## config.mk

```make
export PLATFORM = sky130hd
export DESIGN_NAME = splitting_mul
export DESIGN_NICKNAME = d
export VERILOG_FILES = /design/src/rtl/splitting_mul.sv
export SDC_FILE = /design/constraint.sdc
export NUM_CORES = 1
export LEC_CHECK = 0
export BUFFER_PORTS_ARGS = -buffer_cell sky130_fd_sc_hd__buf_2
export CORE_MARGIN = 4
export CORE_UTILIZATION = 47
export DETAILED_ROUTE_END_ITERATION = 10
export GPL_TIMING_DRIVEN = 0
export PLACE_DENSITY = 0.75
export SETUP_SLACK_MARGIN = 0.15
export SYNTH_ARGS = -nofsm -noshare
export SYNTH_HDL_FRONTEND = slang
export SYNTH_SLANG_ARGS = --single-unit
```

## constraint.sdc

```tcl
create_clock -name clk -period 1.55 [get_ports clk]
set_input_delay 0.2325 -clock clk [delete_from_list [all_inputs] [get_ports clk]]
set_output_delay 0.2325 -clock clk [all_outputs]
set_load 0.01 [all_outputs]
```

## src/rtl/splitting_mul.sv

```systemverilog
// Two-stage operand splitter for a single-precision multiplier: stage 1 captures
// the raw operands, stage 2 holds sign, exponents, mantissas and the special-case class.
module splitting_mul (
    input  logic        clk,
    input  logic        rst,
    input  logic [31:0] A,
    input  logic [31:0] B,
    input  logic        in_valid,
    output logic        in_ready,
    input  logic        out_ready,
    output logic        out_valid,
    output logic        S,
    output logic [7:0]  Ea,
    output logic [7:0]  Eb,
    output logic [23:0] Ma,
    output logic [23:0] Mb,
    output logic        is_zero,
    output logic        is_inf,
    output logic        is_nan,
    output logic        denorm
);

    logic        s1_valid_q;
    logic [31:0] a_q;
    logic [31:0] b_q;

    logic        s2_valid_q;
    logic        s_q;
    logic [7:0]  ea_q;
    logic [7:0]  eb_q;
    logic [23:0] ma_q;
    logic [23:0] mb_q;
    logic        zero_q;
    logic        inf_q;
    logic        nan_q;
    logic        denorm_q;

    logic        s1_advance;

    logic [31:0] op    [2];
    logic [7:0]  exp_d [2];
    logic [23:0] man_d [2];
    logic [1:0]  op_zero;
    logic [1:0]  op_sub;
    logic [1:0]  op_inf;
    logic [1:0]  op_nan;

    logic        s_d;
    logic        nan_d;
    logic        inf_d;
    logic        zero_d;
    logic        denorm_d;

    assign s1_advance = !s2_valid_q || out_ready;
    // Both handshakes are forced low while reset is held so nothing transfers in that cycle.
    assign in_ready   = !rst && (!s1_valid_q || s1_advance);
    assign out_valid  = !rst && s2_valid_q;

    assign op[0] = a_q;
    assign op[1] = b_q;

    genvar gi;
    generate
        for (gi = 0; gi < 2; gi++) begin : g_dec
            logic [7:0]  e;
            logic [22:0] f;
            logic        normal;

            assign e           = op[gi][30:23];
            assign f           = op[gi][22:0];
            assign normal      = (e != 8'h00) && (e != 8'hFF);
            // Subnormals are flushed, so they fall into the zero class as well.
            assign op_zero[gi] = (e == 8'h00);
            assign op_sub[gi]  = (e == 8'h00) && (f != 23'd0);
            assign op_inf[gi]  = (e == 8'hFF) && (f == 23'd0);
            assign op_nan[gi]  = (e == 8'hFF) && (f != 23'd0);
            assign exp_d[gi]   = e;
            assign man_d[gi]   = op_sub[gi] ? 24'd0 : {normal, f};
        end
    endgenerate

    assign s_d      = a_q[31] ^ b_q[31];
    assign nan_d    = (|op_nan) || (op_inf[0] && op_zero[1]) || (op_inf[1] && op_zero[0]);
    assign inf_d    = (|op_inf) && !nan_d;
    assign zero_d   = (|op_zero) && !nan_d;
    assign denorm_d = |op_sub;

    always_ff @(posedge clk) begin
        if (rst) begin
            s1_valid_q <= 1'b0;
            a_q        <= '0;
            b_q        <= '0;
            s2_valid_q <= 1'b0;
            s_q        <= 1'b0;
            ea_q       <= '0;
            eb_q       <= '0;
            ma_q       <= '0;
            mb_q       <= '0;
            zero_q     <= 1'b0;
            inf_q      <= 1'b0;
            nan_q      <= 1'b0;
            denorm_q   <= 1'b0;
        end else begin
            if (in_ready) begin
                s1_valid_q <= in_valid;
                if (in_valid) begin
                    a_q <= A;
                    b_q <= B;
                end
            end
            if (s1_advance) begin
                s2_valid_q <= s1_valid_q;
                if (s1_valid_q) begin
                    s_q      <= s_d;
                    ea_q     <= exp_d[0];
                    eb_q     <= exp_d[1];
                    ma_q     <= man_d[0];
                    mb_q     <= man_d[1];
                    zero_q   <= zero_d;
                    inf_q    <= inf_d;
                    nan_q    <= nan_d;
                    denorm_q <= denorm_d;
                end
            end
        end
    end

    assign S       = s_q;
    assign Ea      = ea_q;
    assign Eb      = eb_q;
    assign Ma      = ma_q;
    assign Mb      = mb_q;
    assign is_zero = zero_q;
    assign is_inf  = inf_q;
    assign is_nan  = nan_q;
    assign denorm  = denorm_q;

endmodule

```

==> impl_metrics.yaml, run 1 <==
sta:
  setup_viol: 89
  slew_violations: 0
  layout_min_cycle_time_ns: 1.75
  post-route-period-util_pct: 113
  final_hold_viol_count: 0
  tightestPinTransition_ns: 1.04
  skew_ns: 0.0109
  layout_setup_ws_ns: -0.197
  grt_setup_unrepaired: "true"
  slew_headroom_pct: 30.5
  clock.fmax_mhz: 573
synthesis:
  synth_seq_cells: 135
  synth-simple-area-share_pct: 18.8
  synthMuxAreaShare_pct: 0
  yosysWarnings: 0
  synth_cell_types: 33
  syn_area_um2: 5200
  synth_top_cells_by_area: "dfxtp_1 (52%), nand2_1 (11%), o31ai_1 (9.2%)"
  mappedNetlistNets: 647
  synth_edf_count: 0
  netlist.area_leader.share_pct: 52.0
  synth-compound-area-share_pct: 21.7
  synth_top_family_by_area: "compound AO/OA/AOI/OAI gates"
  async_flop_share_pct: 0
  yosysSeqAreaShare_pct: 52.0
  synth_xor_area_share_pct: 0.169
  synth_top_flop_cell: "dfxtp_1"
  synthAdderAreaFrac_pct: 0
  avgSynthCellArea_um2: 8.97
  synth_top_cell_by_area: "dfxtp_1"
  netlist_instances: 579
die:
  io_pins: 139
  initial_core_util_pct: 47.9
  die_w_um: 113
  num_rows: 38
  die_area_um2: 12800
  coreArea_um2: 10800
  die_h_um: 113
min_path:
  hold_path.class: "in -> reg"
critical_path:
  path_class: "reg -> reg"
  required_ns: 1.96
  crit_path_end_kind: "flip-flop"
  crit_arrival_ns: 2.16
  path_max_fanout: 10
  startpoint_type: "flip-flop"
global_routing:
  gr-total-overflow: 0
  grt_pass1_vias: 5398
  grt_start_max_net_pins: 17
  grt_pass1_wl_um: 26500
  antenna_found_initial: 0
  grt_use_total_pct: 26.1
clocking:
  clk_pin_slew_ns: 0.06
  cts_buffer_depth: 2
  cts_tree: "done"
  clock_latency_ns: 0.53
  numCtsBuffers: 17
  htree_num_levels: 4
  cts_root_buf: "clkbuf_8"
  clock_sinks: 135
place:
  post-place-ws_ns: -0.276
  port_buffers: 138
  globalplace.congestion: 0.812
  hpwl_um: 10200
drt:
  drt_wl_total_um: 21100
  firstDrtPassIters: 5
  drt-initial-drc-count: 449
  vias_per_cell: 5.73
  wire_per_inst_um: 21.5
  drtAntennaViolNets: 0
  vias: 5635
  drc_errors: 0
power_and_ir_drop:
  powerDensity_nw_per_um2: 1050
  irDropWorstVdd_mv: 0.742
  p_total_w: 0.00935
  leakagePower_nw: 3.79
run_status:
  status: "complete, but fails checks"
  violations: "setup timing"
job:
  drv_cap: 0
final_layout:
  antenna_cells: 0
  num-nets-final: 898
  layout_commonest_cell: "buf_2"
  drive_gt1_share_pct: 47.2
  nFillCells: 547
  layout_common_cells: "buf_2 (140), dfxtp_1 (131), nand2_1 (101)"
  synthToLayoutAreaGrowth_pct: 71.8
-- critical path, cell delays in order (launching register included) --
cell and delay [ns]:
dfxtp_1 0.35, nor4_1 0.39, nand2_1 0.28, a21oi_4 0.32, buf_12 0.20, o31ai_4 0.08
-- metrics by stage --
stage | util [%] | hold WS, ns | setup TNS [ns] | cells | area (um^2)
finish | 82.4 | 0.150 | -7.76 | 983 | 8930
detailed placement | 56.0 | 0.433 | -19.04 | 857 | 6070
floorplan | - | 0.341 | 0 | 579 | 5210
global route | 82.4 | 0.158 | -10.64 | 983 | 8930
global placement | 56.0 | 0.425 | -16.68 | 857 | 6070
CTS | 72.7 | 0.0756 | -1.95 | 969 | 7880
-- registers in the layout (all words and copies together) (netlist names) --
name / flops
Eb: 8
a_q: 32
is_nan: 1
denorm: 1
s1_valid_q: 1
S: 1
b_q: 32
is_inf: 1
s2_valid_q: 1
Ea: 8
Ma: 24
is_zero: 1
Mb: 24
-- report_power, final --
part / internal, W / switching [W] / leakage, nW
clock network: 0.00232 / 0.00158 / 0.265
logic: 0.000729 / 0.000921 / 2.42
registers: 0.00366 / 0.000142 / 1.11
total: 0.00670 / 0.00265 / 3.79
-- kinds of logic (layout without fill, tap and decap cells) --
group                  after synthesis  in the layout
AO/OA/AOI/OAI                      144            144
flip-flops                         135            135
XOR/XNOR                             1              1
buffers and inverters               88            352
AND/OR/NAND/NOR                    211            211
-- cells in the mapped netlist (3+ instances only) --
cell      instances
buf_2            15
clkbuf_1         20
nor4_1           11
nor2_1            6
o31ai_2          26
nand2b_1         21
dfxtp_1         135
nand3_1           3
inv_1            46
nand2_1         147
a21oi_1          23
o31ai_1          64
a21oi_2           3
buf_6             4
nand4_1           4
o21ai_0          19
or4_4             4
-- layer usage --
layer	wire length [um]	GRT usage [%]
met1	7790	31.5
met2	10800	44.4
met3	1520	5.29
met4	992	12.4
met5	0	0
-- what timing repair did --
action | 4_1_cts | 5_1_grt
hold endpoints to repair | 65 | 0
hold buffers | 65 | 0
endpoints found under the setup margin | 128 | 127
gates resized for setup | 118 | 184
pin swaps | 29 | 28
setup buffers | 11 | 6
cloned | 4 | 9
-- final cells by class --
cell class	instances	area (um^2)	area share, %
buffer	41	397	4.44
multi-input combinational	356	3080	34.5
clock buffer	19	432	4.84
timing repair buffer	233	1830	20.5
clock inverter	13	131	1.47
sequential	135	2710	30.3
inverter	46	173	1.93
tap	140	175	1.96
-- worst paths after layout --
kind / cells past startpoint / slack [ns] / end / from
worst max register to register: 5 / -0.20 / Ma[5]$_SDFFE_PP0P_ / a_q[26]$_SDFFE_PP0P_
worst max-delay path: 5 / -0.20 / Ma[5]$_SDFFE_PP0P_ / a_q[26]$_SDFFE_PP0P_
worst min-delay path: 4 / 0.15 / s1_valid_q$_SDFFE_PP0P_ / out_ready
worst min register to register: 2 / 0.46 / Ea[3]$_SDFFE_PP0P_ / Ea[3]$_SDFFE_PP0P_
No activity file was read; power rests on OpenSTA's default activity.
==> run 2, diff against run 1 <==
Settings changed: CORE_UTILIZATION 47 to 31, PLACE_DENSITY 0.75 to unset.
==> impl_metrics.yaml, run 2 (synthesis gave the netlist of run 1 again) <==
place:
  hpwl_um: 11000
  dp_cells: 937
  post-place-ws_ns: -0.472
  globalplace.congestion: 0.768
  port_buffers: 138
die:
  io_pins: 139
  die_area_um2: 18900
  num_rows: 47
  initial_core_util_pct: 31.4
  coreArea_um2: 16500
  die_w_um: 137
  die_h_um: 137
drt:
  vias_per_cell: 4.80
  wire_per_inst_um: 16.8
  drt-initial-drc-count: 175
  firstDrtPassIters: 4
  drtAntennaViolNets: 0
  vias: 4825
  drc_errors: 0
  drt_wl_total_um: 16900
power_and_ir_drop:
  powerDensity_nw_per_um2: 1130
  irDropWorstVdd_mv: 0.775
  leakagePower_nw: 3.57
  p_total_w: 0.00957
final_layout:
  stdcell_count: 1005
  postLayoutCoreUtil_pct: 51.3
  num-nets-final: 840
  drive_gt1_share_pct: 50.7
  top_regs: "a_q: 32 flops, b_q: 32 flops"
  layout_commonest_cell: "buf_2"
  synthToLayoutAreaGrowth_pct: 63.2
  nFillCells: 1502
  layout_common_cells: "buf_2 (138), dfxtp_1 (130), nand2_1 (98)"
  antenna_cells: 0
sta:
  post-route-period-util_pct: 105
  clock.fmax_mhz: 616
  slew_violations: 0
  layout_setup_ws_ns: -0.0745
  slew_headroom_pct: 38.2
  skew_ns: 0.00685
  layout_min_cycle_time_ns: 1.62
  grt_setup_unrepaired: "true"
  tightestPinTransition_ns: 0.927
  setup_viol: 47
  final_hold_viol_count: 0
job:
  drv_cap: 0
global_routing:
  met1_usage_pct: 22.5
  gr-usage-met3_pct: 3.62
  busiest_layer: "met2"
  grt_pass1_wl_um: 24100
  grt_start_max_net_pins: 17
  antenna_found_initial: 0
  gr-total-overflow: 0
  grt_pass1_vias: 4566
  grtUsageMet2_pct: 26.5
  grt_use_total_pct: 16.7
clocking:
  htree_num_levels: 4
  cts_buffer_depth: 2
  cts_tree: "done"
  numCtsBuffers: 17
  cts_root_buf: "clkbuf_16"
  clock_latency_ns: 0.42
  clk_pin_slew_ns: 0.06
  clock_sinks: 135
critical_path:
  path_class: "reg -> reg"
  crit_arrival_ns: 1.96
  reg2reg_depth: 5
  startpoint_type: "flip-flop"
  crit_path_end_kind: "flip-flop"
  required_ns: 1.88
  path_max_fanout: 10
min_path:
  hold_path.class: "in -> reg"
  min_delay_path_depth: 3
run_status:
  violations: "setup timing"
  status: "complete, but fails checks"
[run 2: cell count changes in the layout (fill, tap and decap cells not counted), sizes merged]
cell | before | now
dlygate4sd3 | 65 | 11
buf | 184 | 176
clkbuf | 44 | 49
bufinv | 2 | 4
clkinvlp | 5 | 3
clkinv | 6 | 5
[run 2: timing repair]
action | 4_1_cts | 5_1_grt
buffers inserted | 13 | 2
hold buffers | 11 | 0
endpoints found under the hold margin | 11 | 0
setup endpoints to repair | 134 | 130
resized for setup | 118 | 177
gates cloned | 3 | 7
pin swaps | 30 | 21
[run 2: power breakdown]
part           internal [W]  total, W  switching, W
logic              0.000637   0.00145      0.000817
clock network       0.00277   0.00433       0.00156
registers           0.00366   0.00378      0.000125
[run 2: stage by stage]
step           cell area [um^2]  hold WS, ns  setup TNS [ns]
2_1_floorplan              5210        0.341               0
3_3_place_gp               6170        0.429          -25.90
3_5_place_dp               6170        0.429          -26.76
4_1_cts                    7520     0.000463           -2.46
5_1_grt                    8480      0.00976           -4.61
6_report                   8480       0.0167           -2.04
[run 2: layout make-up]
cell class	count	area (um^2)	area share [%]
clock inverters	12	175	2.07
flip-flops and latches	135	2710	31.9
multi-input cells	356	3080	36.3
well taps	220	275	3.25
plain buffers	42	405	4.78
inverters	46	173	2.04
repair buffers	174	1210	14.3
clock buffers	20	457	5.38
[run 2: worst paths after layout]
kind	startpoint	slack [ns]	end
worst max-delay path	a_q[8]$_SDFFE_PP0P_	-0.07	Ma[22]$_SDFFE_PP0P_
worst min register to register	Ea[6]$_SDFFE_PP0P_	0.45	Ea[6]$_SDFFE_PP0P_
worst max register to register	a_q[8]$_SDFFE_PP0P_	-0.07	Ma[22]$_SDFFE_PP0P_
worst min-delay path	B[29]	0.02	b_q[29]$_SDFFE_PP0P_
[run 2: critical path, cell delays in order (launching register included)]
cell and delay, ns:
dfxtp_2 0.32, or4_4 0.58, nor2_4 0.15, a21oi_4 0.11, buf_8 0.17, o31ai_2 0.22
[run 2: per-layer routing]
| metal | vias up | routed length, um |
|---|---|---|
| met5 | - | 0 |
| met4 | 0 | 182 |
| met3 | 12 | 743 |
| met2 | 119 | 8350 |
| met1 | 2328 | 7650 |
| li1 | 2366 | - |
